**src/rtl/au_sequencer.sv**
```systemverilog
// Sequencing controller for the 8-bit add/subtract AU: debounces ENTER/CLEAR and
// steps through A load, B load, operation confirm and a settle-timed result capture.
module au_sequencer #(
  parameter int DEBOUNCE_CYCLES = 250000,
  parameter int SETTLE_CYCLES   = 4
) (
  input  logic       CLK,
  input  logic       reset,
  input  logic       KEY_ENTER,
  input  logic       KEY_CLEAR,
  input  logic       SW_SUB,
  input  logic       OVR,
  input  logic       Cout,
  output logic       LoadA,
  output logic       LoadB,
  output logic       LoadR,
  output logic       ADDSUB,
  output logic       au_clr,
  output logic [1:0] phase,
  output logic       busy,
  output logic       OVR_flag,
  output logic       Cout_flag
);

  localparam int DW = $clog2(DEBOUNCE_CYCLES);
  localparam logic [DW-1:0] CNT_MAX = DW'(DEBOUNCE_CYCLES - 1);
  localparam logic [DW-1:0] CNT_ONE = DW'(1);
  localparam logic [7:0] SETTLE_INIT = 8'(SETTLE_CYCLES);

  logic [1:0] key_raw;
  logic [1:0] key_evt;

  assign key_raw = {KEY_CLEAR, KEY_ENTER};

  // Index 0 = ENTER, index 1 = CLEAR; both keys get identical conditioning.
  generate
    for (genvar gi = 0; gi < 2; gi++) begin : g_key
      logic          sync1_q, sync2_q;
      logic          db_q, db_d;
      logic          evt_q, evt_d;
      logic [DW-1:0] cnt_q, cnt_d;

      always_comb begin
        cnt_d = '0;
        db_d  = db_q;
        evt_d = 1'b0;
        if (sync2_q != db_q) begin
          if (cnt_q == CNT_MAX) begin
            db_d  = sync2_q;
            evt_d = ~sync2_q;
          end else begin
            cnt_d = cnt_q + CNT_ONE;
          end
        end
      end

      always_ff @(posedge CLK or negedge reset) begin
        if (!reset) begin
          sync1_q <= 1'b1;
          sync2_q <= 1'b1;
          db_q    <= 1'b1;
          evt_q   <= 1'b0;
          cnt_q   <= '0;
        end else begin
          sync1_q <= key_raw[gi];
          sync2_q <= sync1_q;
          db_q    <= db_d;
          evt_q   <= evt_d;
          cnt_q   <= cnt_d;
        end
      end

      assign key_evt[gi] = evt_q;
    end
  endgenerate

  typedef enum logic [2:0] {S_A, S_B, S_OP, S_SETTLE, S_RES} state_t;

  state_t     state_q, state_d;
  logic [7:0] settle_q, settle_d;
  logic       load_a_q, load_a_d;
  logic       load_b_q, load_b_d;
  logic       load_r_q, load_r_d;
  logic       clr_q, clr_d;
  logic       addsub_q, addsub_d;
  logic       ovr_flag_q, ovr_flag_d;
  logic       cout_flag_q, cout_flag_d;
  logic [1:0] phase_q, phase_d;
  logic       busy_q, busy_d;
  logic       enter_evt, clear_evt;

  assign enter_evt = key_evt[0];
  assign clear_evt = key_evt[1];

  always_comb begin
    state_d     = state_q;
    settle_d    = settle_q;
    load_a_d    = 1'b0;
    load_b_d    = 1'b0;
    load_r_d    = 1'b0;
    clr_d       = 1'b0;
    addsub_d    = addsub_q;
    ovr_flag_d  = ovr_flag_q;
    cout_flag_d = cout_flag_q;

    // Clear overrides everything, including a simultaneous enter.
    if (clear_evt) begin
      state_d     = S_A;
      settle_d    = '0;
      clr_d       = 1'b1;
      addsub_d    = 1'b0;
      ovr_flag_d  = 1'b0;
      cout_flag_d = 1'b0;
    end else begin
      case (state_q)
        S_A: if (enter_evt) begin
          load_a_d = 1'b1;
          state_d  = S_B;
        end
        S_B: if (enter_evt) begin
          load_b_d = 1'b1;
          state_d  = S_OP;
        end
        S_OP: if (enter_evt) begin
          addsub_d = SW_SUB;
          settle_d = SETTLE_INIT;
          state_d  = S_SETTLE;
        end
        S_SETTLE: begin
          // LoadR is issued as the count lands on 0; state leaves one cycle later
          // so busy covers the strobe cycle.
          if (settle_q == 8'd0) begin
            state_d = S_RES;
          end else begin
            settle_d = settle_q - 8'd1;
            if (settle_q == 8'd1) begin
              load_r_d    = 1'b1;
              ovr_flag_d  = OVR;
              cout_flag_d = Cout;
            end
          end
        end
        S_RES: if (enter_evt) begin
          state_d = S_A;
        end
        default: state_d = S_A;
      endcase
    end

    case (state_d)
      S_A:     phase_d = 2'd0;
      S_B:     phase_d = 2'd1;
      S_OP:    phase_d = 2'd2;
      default: phase_d = 2'd3;
    endcase
    busy_d = (state_d == S_SETTLE);
  end

  always_ff @(posedge CLK or negedge reset) begin
    if (!reset) begin
      state_q     <= S_A;
      settle_q    <= '0;
      load_a_q    <= 1'b0;
      load_b_q    <= 1'b0;
      load_r_q    <= 1'b0;
      clr_q       <= 1'b0;
      addsub_q    <= 1'b0;
      ovr_flag_q  <= 1'b0;
      cout_flag_q <= 1'b0;
      phase_q     <= 2'd0;
      busy_q      <= 1'b0;
    end else begin
      state_q     <= state_d;
      settle_q    <= settle_d;
      load_a_q    <= load_a_d;
      load_b_q    <= load_b_d;
      load_r_q    <= load_r_d;
      clr_q       <= clr_d;
      addsub_q    <= addsub_d;
      ovr_flag_q  <= ovr_flag_d;
      cout_flag_q <= cout_flag_d;
      phase_q     <= phase_d;
      busy_q      <= busy_d;
    end
  end

  assign LoadA     = load_a_q;
  assign LoadB     = load_b_q;
  assign LoadR     = load_r_q;
  assign au_clr    = clr_q;
  assign ADDSUB    = addsub_q;
  assign OVR_flag  = ovr_flag_q;
  assign Cout_flag = cout_flag_q;
  assign phase     = phase_q;
  assign busy      = busy_q;

endmodule

```
**config.mk**
```make
export PLATFORM = sky130hd
export DESIGN_NAME = au_sequencer
export DESIGN_NICKNAME = d
export VERILOG_FILES = /design/src/rtl/au_sequencer.sv
export SDC_FILE = /design/constraint.sdc
export NUM_CORES = 1
export LEC_CHECK = 0
export CELL_PAD_IN_SITES_DETAIL_PLACEMENT = 0
export CELL_PAD_IN_SITES_GLOBAL_PLACEMENT = 1
export CORE_UTILIZATION = 51
export DETAILED_ROUTE_END_ITERATION = 8
export PLACE_DENSITY_LB_ADDON = 0.1
export SLEW_MARGIN = 5
export SYNTH_ARGS = -nofsm -noshare
export SYNTH_HDL_FRONTEND = slang
export SYNTH_SLANG_ARGS = --single-unit
```
**constraint.sdc**
```tcl
create_clock -name CLK -period 4.8 [get_ports CLK]
set_clock_uncertainty 0.2 [all_clocks]
set_input_delay 0.48 -clock CLK [delete_from_list [all_inputs] [get_ports CLK]]
set_output_delay 0.48 -clock CLK [all_outputs]
set_load 0.01 [all_outputs]
```
==> results of run 1 <==
==> worst max-delay path, cell delays in order (launching register included) <==
cell,delay [ns]
dfrtp_1,0.44
nor4_2,0.31
nand4_2,0.17
o41ai_4,0.89
nor2_1,0.12
==> power groups by stage <==
stage	registers [mW]	clock network (mW)	logic, mW
after floorplan	0.569	0	0.0126
after detailed placement	0.570	0	0.0320
final	0.560	0.419	0.0310
after global placement	0.570	0	0.0314
after global routing	0.561	0.462	0.0359
after CTS	0.560	0.433	0.0323
==> state kept, by name, summed over array words and instances, names as in the netlist, 2 cells and up <==
register	count
g_key.db_q	2
state_q	3
phase	2
g_key.cnt_q	36
g_key.sync2_q	2
settle_q	8
g_key.sync1_q	2
==> placed cells by master, fill, tap and decap left out, drive strengths merged, types with 2 or more instances in the layout <==
| master | instances |
|---|---|
| a21oi | 15 |
| a31o | 2 |
| and2 | 2 |
| and3 | 3 |
| buf | 3 |
| clkbuf | 10 |
| clkdlybuf4s50 | 15 |
| clkinv | 3 |
| clkinvlp | 2 |
| dfrtp | 59 |
| dfstp | 6 |
| ha | 4 |
| inv | 9 |
| mux2 | 2 |
| nand2 | 23 |
| nand2b | 4 |
| nand3 | 18 |
| nand4 | 8 |
| nand4b | 2 |
| nor2 | 44 |
| nor2b | 4 |
| nor3 | 11 |
| nor3b | 3 |
| nor4 | 10 |
| o211ai | 3 |
| o21ai | 3 |
| o311ai | 2 |
| o31ai | 6 |
| o41ai | 2 |
| or2 | 5 |
| or3 | 2 |
| or4 | 11 |
| or4b | 2 |
| xnor2 | 22 |
| xor2 | 6 |
==> layer usage <==
layer / vias to the layer above / wire length, microns / global-route usage, %
met1: 1124 / 2990 / 28.6
met3: 8 / 181 / 4.43
met2: 46 / 2740 / 32.4
met4: 0 / 92 / 10.4
li1: 1152 / - / -
met5: - / 0 / 0
==> final timing paths <==
check | slack (ns) | end | depth (start not counted) | startpoint
worst min-delay path | 0.11 | LoadB | 2 | reset
worst max register to register | 2.53 | g_key[1].cnt_q[2] | 4 | g_key[1].cnt_q[10]
max in group asynchronous | 3.75 | g_key[1].cnt_q[4] | 2 | reset
worst min register to register | 0.16 | g_key[1].sync2_q | 0 | g_key[1].sync1_q
worst max-delay path | 2.53 | g_key[1].cnt_q[2] | 4 | g_key[1].cnt_q[10]
min in group CLK | 0.16 | g_key[1].sync2_q | 0 | g_key[1].sync1_q
==> cell type report <==
| cell class | count | share of cell area (%) |
|---|---|---|
| multi-input cells | 230 | 40.8 |
| well taps | 75 | 2.63 |
| repair buffers | 18 | 4.78 |
| clock inverters | 6 | 1.19 |
| clock buffers | 10 | 3.86 |
| flip-flops and latches | 65 | 45.9 |
| inverters | 8 | 0.843 |
==> logic make-up (layout without fill, tap and decap cells) <==
group / count (synthesis) / in the layout / synth area share (%)
and+or+nand+nor: 155 / 155 / 26.5
AOI/OAI and AO/OA: 41 / 41 / 9.45
adders and majority gates: 4 / 4 / 1.59
muxes: 2 / 2 / 0.833
DFF: 65 / 65 / 51.8
buffers and inverters: 15 / 42 / 1.98
xor gates and xnor gates: 28 / 28 / 7.78
==> metrics by stage <==
step           setup slack, ns  total power, mW
2_1_floorplan             2.75            0.582
6_report                  2.53             1.01
5_1_grt                   2.38             1.06
4_1_cts                   2.49             1.03
3_3_place_gp              2.54            0.602
3_5_place_dp              2.51            0.602
==> flow_metrics.env, run 1 <==
export IMPL_register_area_sq_um=1630
export IMPL_synth_seq_cells=65
export IMPL_finalMaxSlewViolations=0
export IMPL_vias_per_cell=5.66
export IMPL_leakage_nw=1.49
export IMPL_firstDrtPassIters=7
export IMPL_n_antenna_cell=0
export IMPL_ir_drop_mv=0.223
export IMPL_endpoint_kind="register"
export IMPL_hold_class="in -> async"
export IMPL_avgRoutedWirePerCell_microns=14.6
export IMPL_fin_nets=343
export IMPL_worst_pin_slew_ns=0.906
export IMPL_power_share_switching_pct=24.1
export IMPL_antenna_found_initial=0
export IMPL_h_tree_depth=3
export IMPL_power_switching_mw=0.243
export IMPL_synthFlopType="dfrtp_1"
export IMPL_netlist_top_cells_count="dfrtp_1 (59), nor2_1 (44), nand2_1 (23)"
export IMPL_critical_path_required_ns=4.78
export IMPL_place_inst=396
export IMPL_nFillCells=536
export IMPL_area_growth_pct=13.1
export IMPL_yosysSeqAreaShare_pct=51.8
export IMPL_postSynthCellCount=310
export IMPL_cp_data_arrival_time_ns=2.25
export IMPL_ctsHoldBuffers=0
export IMPL_synth_most_common_cell="dfrtp_1"
export IMPL_fp_row_count=28
export IMPL_dieArea_sq_um=6500
export IMPL_synth_top_cell_area_share_pct=46.8
export IMPL_drc=0
export IMPL_setup_violations=0
export IMPL_boundaryPins=17
export IMPL_synth_area_sq_um=3150
export IMPL_timing_hold_violations_final=0
export IMPL_grt_pass1_vias=2231
export IMPL_drtIter0Drc=93
export IMPL_io_buffers=16
export IMPL_timing_max_cap_violations=0
export IMPL_synthTopCellsByArea="dfrtp_1 (47%), xnor2_1 (6.1%), nor2_1 (5.2%)"
export IMPL_routed_wl_microns=6000
export IMPL_grt_pass1_wl_microns=10400
export IMPL_grt_usage_pct=21.3
export IMPL_cts_tree="built"
export IMPL_max_slew_margin_rel_pct=39.4
export IMPL_path_class="reg -> reg"
export IMPL_period_share_pct=47.3
export IMPL_die_h_microns=80.6
export IMPL_cts_buffer_depth=2
export IMPL_die_w_microns=80.6
export IMPL_insertion_delay_ns=0.33
export IMPL_syn_avg_cell_area_sq_um=10.2
export IMPL_tritoncts_num_buffers=9
export IMPL_crit_fanout=17
export IMPL_clk_pin_slew_ns=0.08
export IMPL_fin_crit_ns=2.27
export IMPL_grt_overflow=0
export IMPL_clockRootBuffer="clkbuf_8"
export IMPL_syn_nets=321
export IMPL_rsz0062_at_grt="false"
export IMPL_finalSetupTns_ns=0
export IMPL_post_cts_setup_buffers=0
export IMPL_placed_area_sq_um=3380
export IMPL_whs_ns=0.112
export IMPL_internal_power_mw=0.767
export IMPL_synthDistinctLibCells=52
export IMPL_pwr_share_clk_pct=41.5
export IMPL_cp_start_kind="register"
export IMPL_detailed_place_hpwl_microns=4000
export IMPL_route_vias_total=2330
export IMPL_core_area_sq_um=5960
export IMPL_postCtsResizedCells=0
export IMPL_pwr_share_comb_pct=3.1
export IMPL_power_density_nw_per_um2=284
export IMPL_finalCoreUtilization_pct=59.8
export IMPL_gp_congestion=0.767
export IMPL_drtAntennaViolNets=0
export IMPL_synth_edf_count=0
export IMPL_async_reset_ff_share_pct=100
export IMPL_seqPwrFrac_pct=55.4
export IMPL_drive_gt1_share_pct=11.6
export IMPL_fin_area_sq_um=3560
export IMPL_multi_input_area_sq_um=1460
export IMPL_grt_max_degree=66
export IMPL_instances_no_fill=412
export IMPL_cts_sinks=65
export IMPL_synth_top_area_cell="dfrtp_1"
export IMPL_status="finished, final reports clean"
export IMPL_yosys_warnings=0
export IMPL_timing_fmax_mhz=440
export IMPL_initial_core_util_pct=52.9
Note: power is estimated with default switching activity, not from simulation.
==> run 2, diff against run 1 <==
--- a/config.mk
+++ b/config.mk
@@ -7,7 +7,7 @@
 export LEC_CHECK = 0
 export CELL_PAD_IN_SITES_DETAIL_PLACEMENT = 0
 export CELL_PAD_IN_SITES_GLOBAL_PLACEMENT = 1
-export CORE_UTILIZATION = 51
+export CORE_UTILIZATION = 47
 export DETAILED_ROUTE_END_ITERATION = 8
 export PLACE_DENSITY_LB_ADDON = 0.1
 export SLEW_MARGIN = 5
==> constraint.sdc (replaced) <==
create_clock -name CLK -period 2.2 [get_ports CLK]
set_clock_uncertainty 0.2 [all_clocks]
set_input_delay 0.22 -clock CLK [delete_from_list [all_inputs] [get_ports CLK]]
set_output_delay 0.22 -clock CLK [all_outputs]
set_load 0.01 [all_outputs]
==> run 2 against run 1 <==
The flow now finishes with violations (design-rule violations); final area increased by 3.0%; critical path depth unchanged; total power increased by 120%; register-to-register slack got worse by 2.4 ns; count of clock-buffer cells in the layout unchanged; critical path type unchanged; critical endpoint is now g_key[1].db_q; largest cell class unchanged.
==> flow_metrics.env, run 2 (synthesized netlist as in run 1, its figures left out) <==
export IMPL_cts_tree="built"
export IMPL_die_w_microns=83.9
export IMPL_cp_start_kind="register"
export IMPL_timing_max_cap_violations=0
export IMPL_cts_buffer_depth=2
export IMPL_clk_pin_slew_ns=0.08
export IMPL_endpoint_kind="register"
export IMPL_hold_class="in -> reg"
export IMPL_ctsHoldBuffers=1
export IMPL_area_growth_pct=16.5
export IMPL_reg_top3="g_key.cnt_q (36), settle_q (8), state_q (3)"
export IMPL_fin_crit_ns=2.09
export IMPL_rsz0062_at_grt="false"
export IMPL_grt_pass1_vias=2424
export IMPL_grt_max_degree=66
export IMPL_instances_no_fill=426
export IMPL_io_buffers=16
export IMPL_n_antenna_cell=0
export IMPL_grt_usage_pct=20.1
export IMPL_finalSetupTns_ns=0
export IMPL_worst_pin_slew_ns=0.759
export IMPL_grt_pass1_wl_microns=11100
export IMPL_max_slew_margin_rel_pct=49.4
export IMPL_clockRootBuffer="clkbuf_8"
export IMPL_ff2ff_path_depth=4
export IMPL_setup_ws_ns=0.110
export IMPL_post_cts_setup_buffers=0
export IMPL_holdPathEnd="g_key[0].sync1_q"
export IMPL_period_share_pct=95.0
export IMPL_power_density_nw_per_um2=606
export IMPL_cp_data_arrival_time_ns=2.16
export IMPL_drtAntennaViolNets=0
export IMPL_antenna_found_initial=0
export IMPL_placed_area_sq_um=3480
export IMPL_rr_startpoint="g_key[1].cnt_q[10]"
export IMPL_h_tree_depth=3
export IMPL_finalMaxSlewViolations=0
export IMPL_status="complete, but fails checks"
export IMPL_violations="design-rule violations"
export IMPL_reg2reg_slack_ns=0.11
export IMPL_min_path_cells=1
export IMPL_tritoncts_num_buffers=9
export IMPL_reg2reg_to="g_key[1].db_q"
export IMPL_vias_per_cell=5.61
export IMPL_final_cell_mix="dfrtp_1 (59), nor2_1 (44), nand2_1 (23)"
export IMPL_drive_gt1_share_pct=14.3
export IMPL_grt_overflow=0
export IMPL_firstDrtPassIters=7
export IMPL_finalCoreUtilization_pct=57.2
export IMPL_leakage_nw=1.55
export IMPL_crit_fanout=5
export IMPL_drc=8
export IMPL_place_inst=409
export IMPL_path_class="reg -> reg"
export IMPL_largest_register_ffs=36
export IMPL_detailed_place_hpwl_microns=4320
export IMPL_setup_violations=0
export IMPL_routed_wl_microns=6340
export IMPL_timing_hold_violations_final=0
export IMPL_ir_drop_mv=0.373
export IMPL_power_mw=2.22
export IMPL_whs_ns=0.0857
export IMPL_drtIter0Drc=78
export IMPL_postCtsResizedCells=0
export IMPL_final_common_cell="dfrtp_1"
export IMPL_regMostFlops="g_key.cnt_q"
export IMPL_critical_path_required_ns=2.27
export IMPL_fin_nets=355
export IMPL_timing_fmax_mhz=478
export IMPL_cts_sinks=65
export IMPL_boundaryPins=17
export IMPL_hp_start="KEY_ENTER"
export IMPL_die_h_microns=83.9
export IMPL_place_ws_ns=0.118
export IMPL_fp_row_count=29
export IMPL_avgRoutedWirePerCell_microns=14.9
export IMPL_fin_area_sq_um=3670
export IMPL_gp_congestion=0.801
export IMPL_dieArea_sq_um=7040
export IMPL_route_vias_total=2388
export IMPL_insertion_delay_ns=0.35
export IMPL_initial_core_util_pct=49.1
export IMPL_core_area_sq_um=6420
run 2: worst max path at each step:
| stage | startpoint | end | slack, ns | cells after the start |
|---|---|---|---|---|
| final | g_key[1].cnt_q[10] | g_key[1].db_q | 0.11 | 4 |
| after global routing | g_key[1].cnt_q[10] | g_key[1].db_q | 0.02 | 4 |
| after CTS | g_key[1].cnt_q[10] | g_key[1].db_q | 0.10 | 4 |
| after detailed placement | g_key[1].cnt_q[10] | g_key[1].db_q | 0.12 | 4 |
| after global placement | g_key[1].cnt_q[10] | g_key[1].db_q | 0.15 | 4 |
| after floorplan | settle_q[0] | settle_q[6] | 0.15 | 5 |
run 2: power by group:
part	leakage, nW	internal [mW]	total (mW)	switching [mW]
clock	0.0887	0.441	0.927	0.487
combinational	0.596	0.0288	0.0737	0.0449
sequential	0.867	1.21	1.22	0.0125
total	1.55	1.68	2.22	0.544
run 2: metal layers:
layer / wire length, microns / share of wire (%) / GRT usage, % / vias to the layer above
met4: 87 / 1.4 / 8.46 / 0
met1: 3010 / 47 / 25.2 / 1172
li1: - / - / - / 1177
met5: 0 / 0 / 0 / -
met3: 187 / 2.9 / 4.85 / 8
met2: 3060 / 48 / 33.2 / 31
run 2: critical path, stage by stage, from the launching register on:
cell and delay [ns]:
dfrtp_1 0.44, nor4_2 0.31, nand4_2 0.18, or4_4 0.59
mux2_4 0.31
run 2: area by class of cell:
type | instances | area [sq um]
multi-input combinational | 230 | 1460
tap | 77 | 96.3
sequential | 65 | 1630
clock inverter | 6 | 42.5
inverter | 8 | 30.0
fill | 574 | 2750
timing repair buffer | 30 | 275
clock buffer | 10 | 138
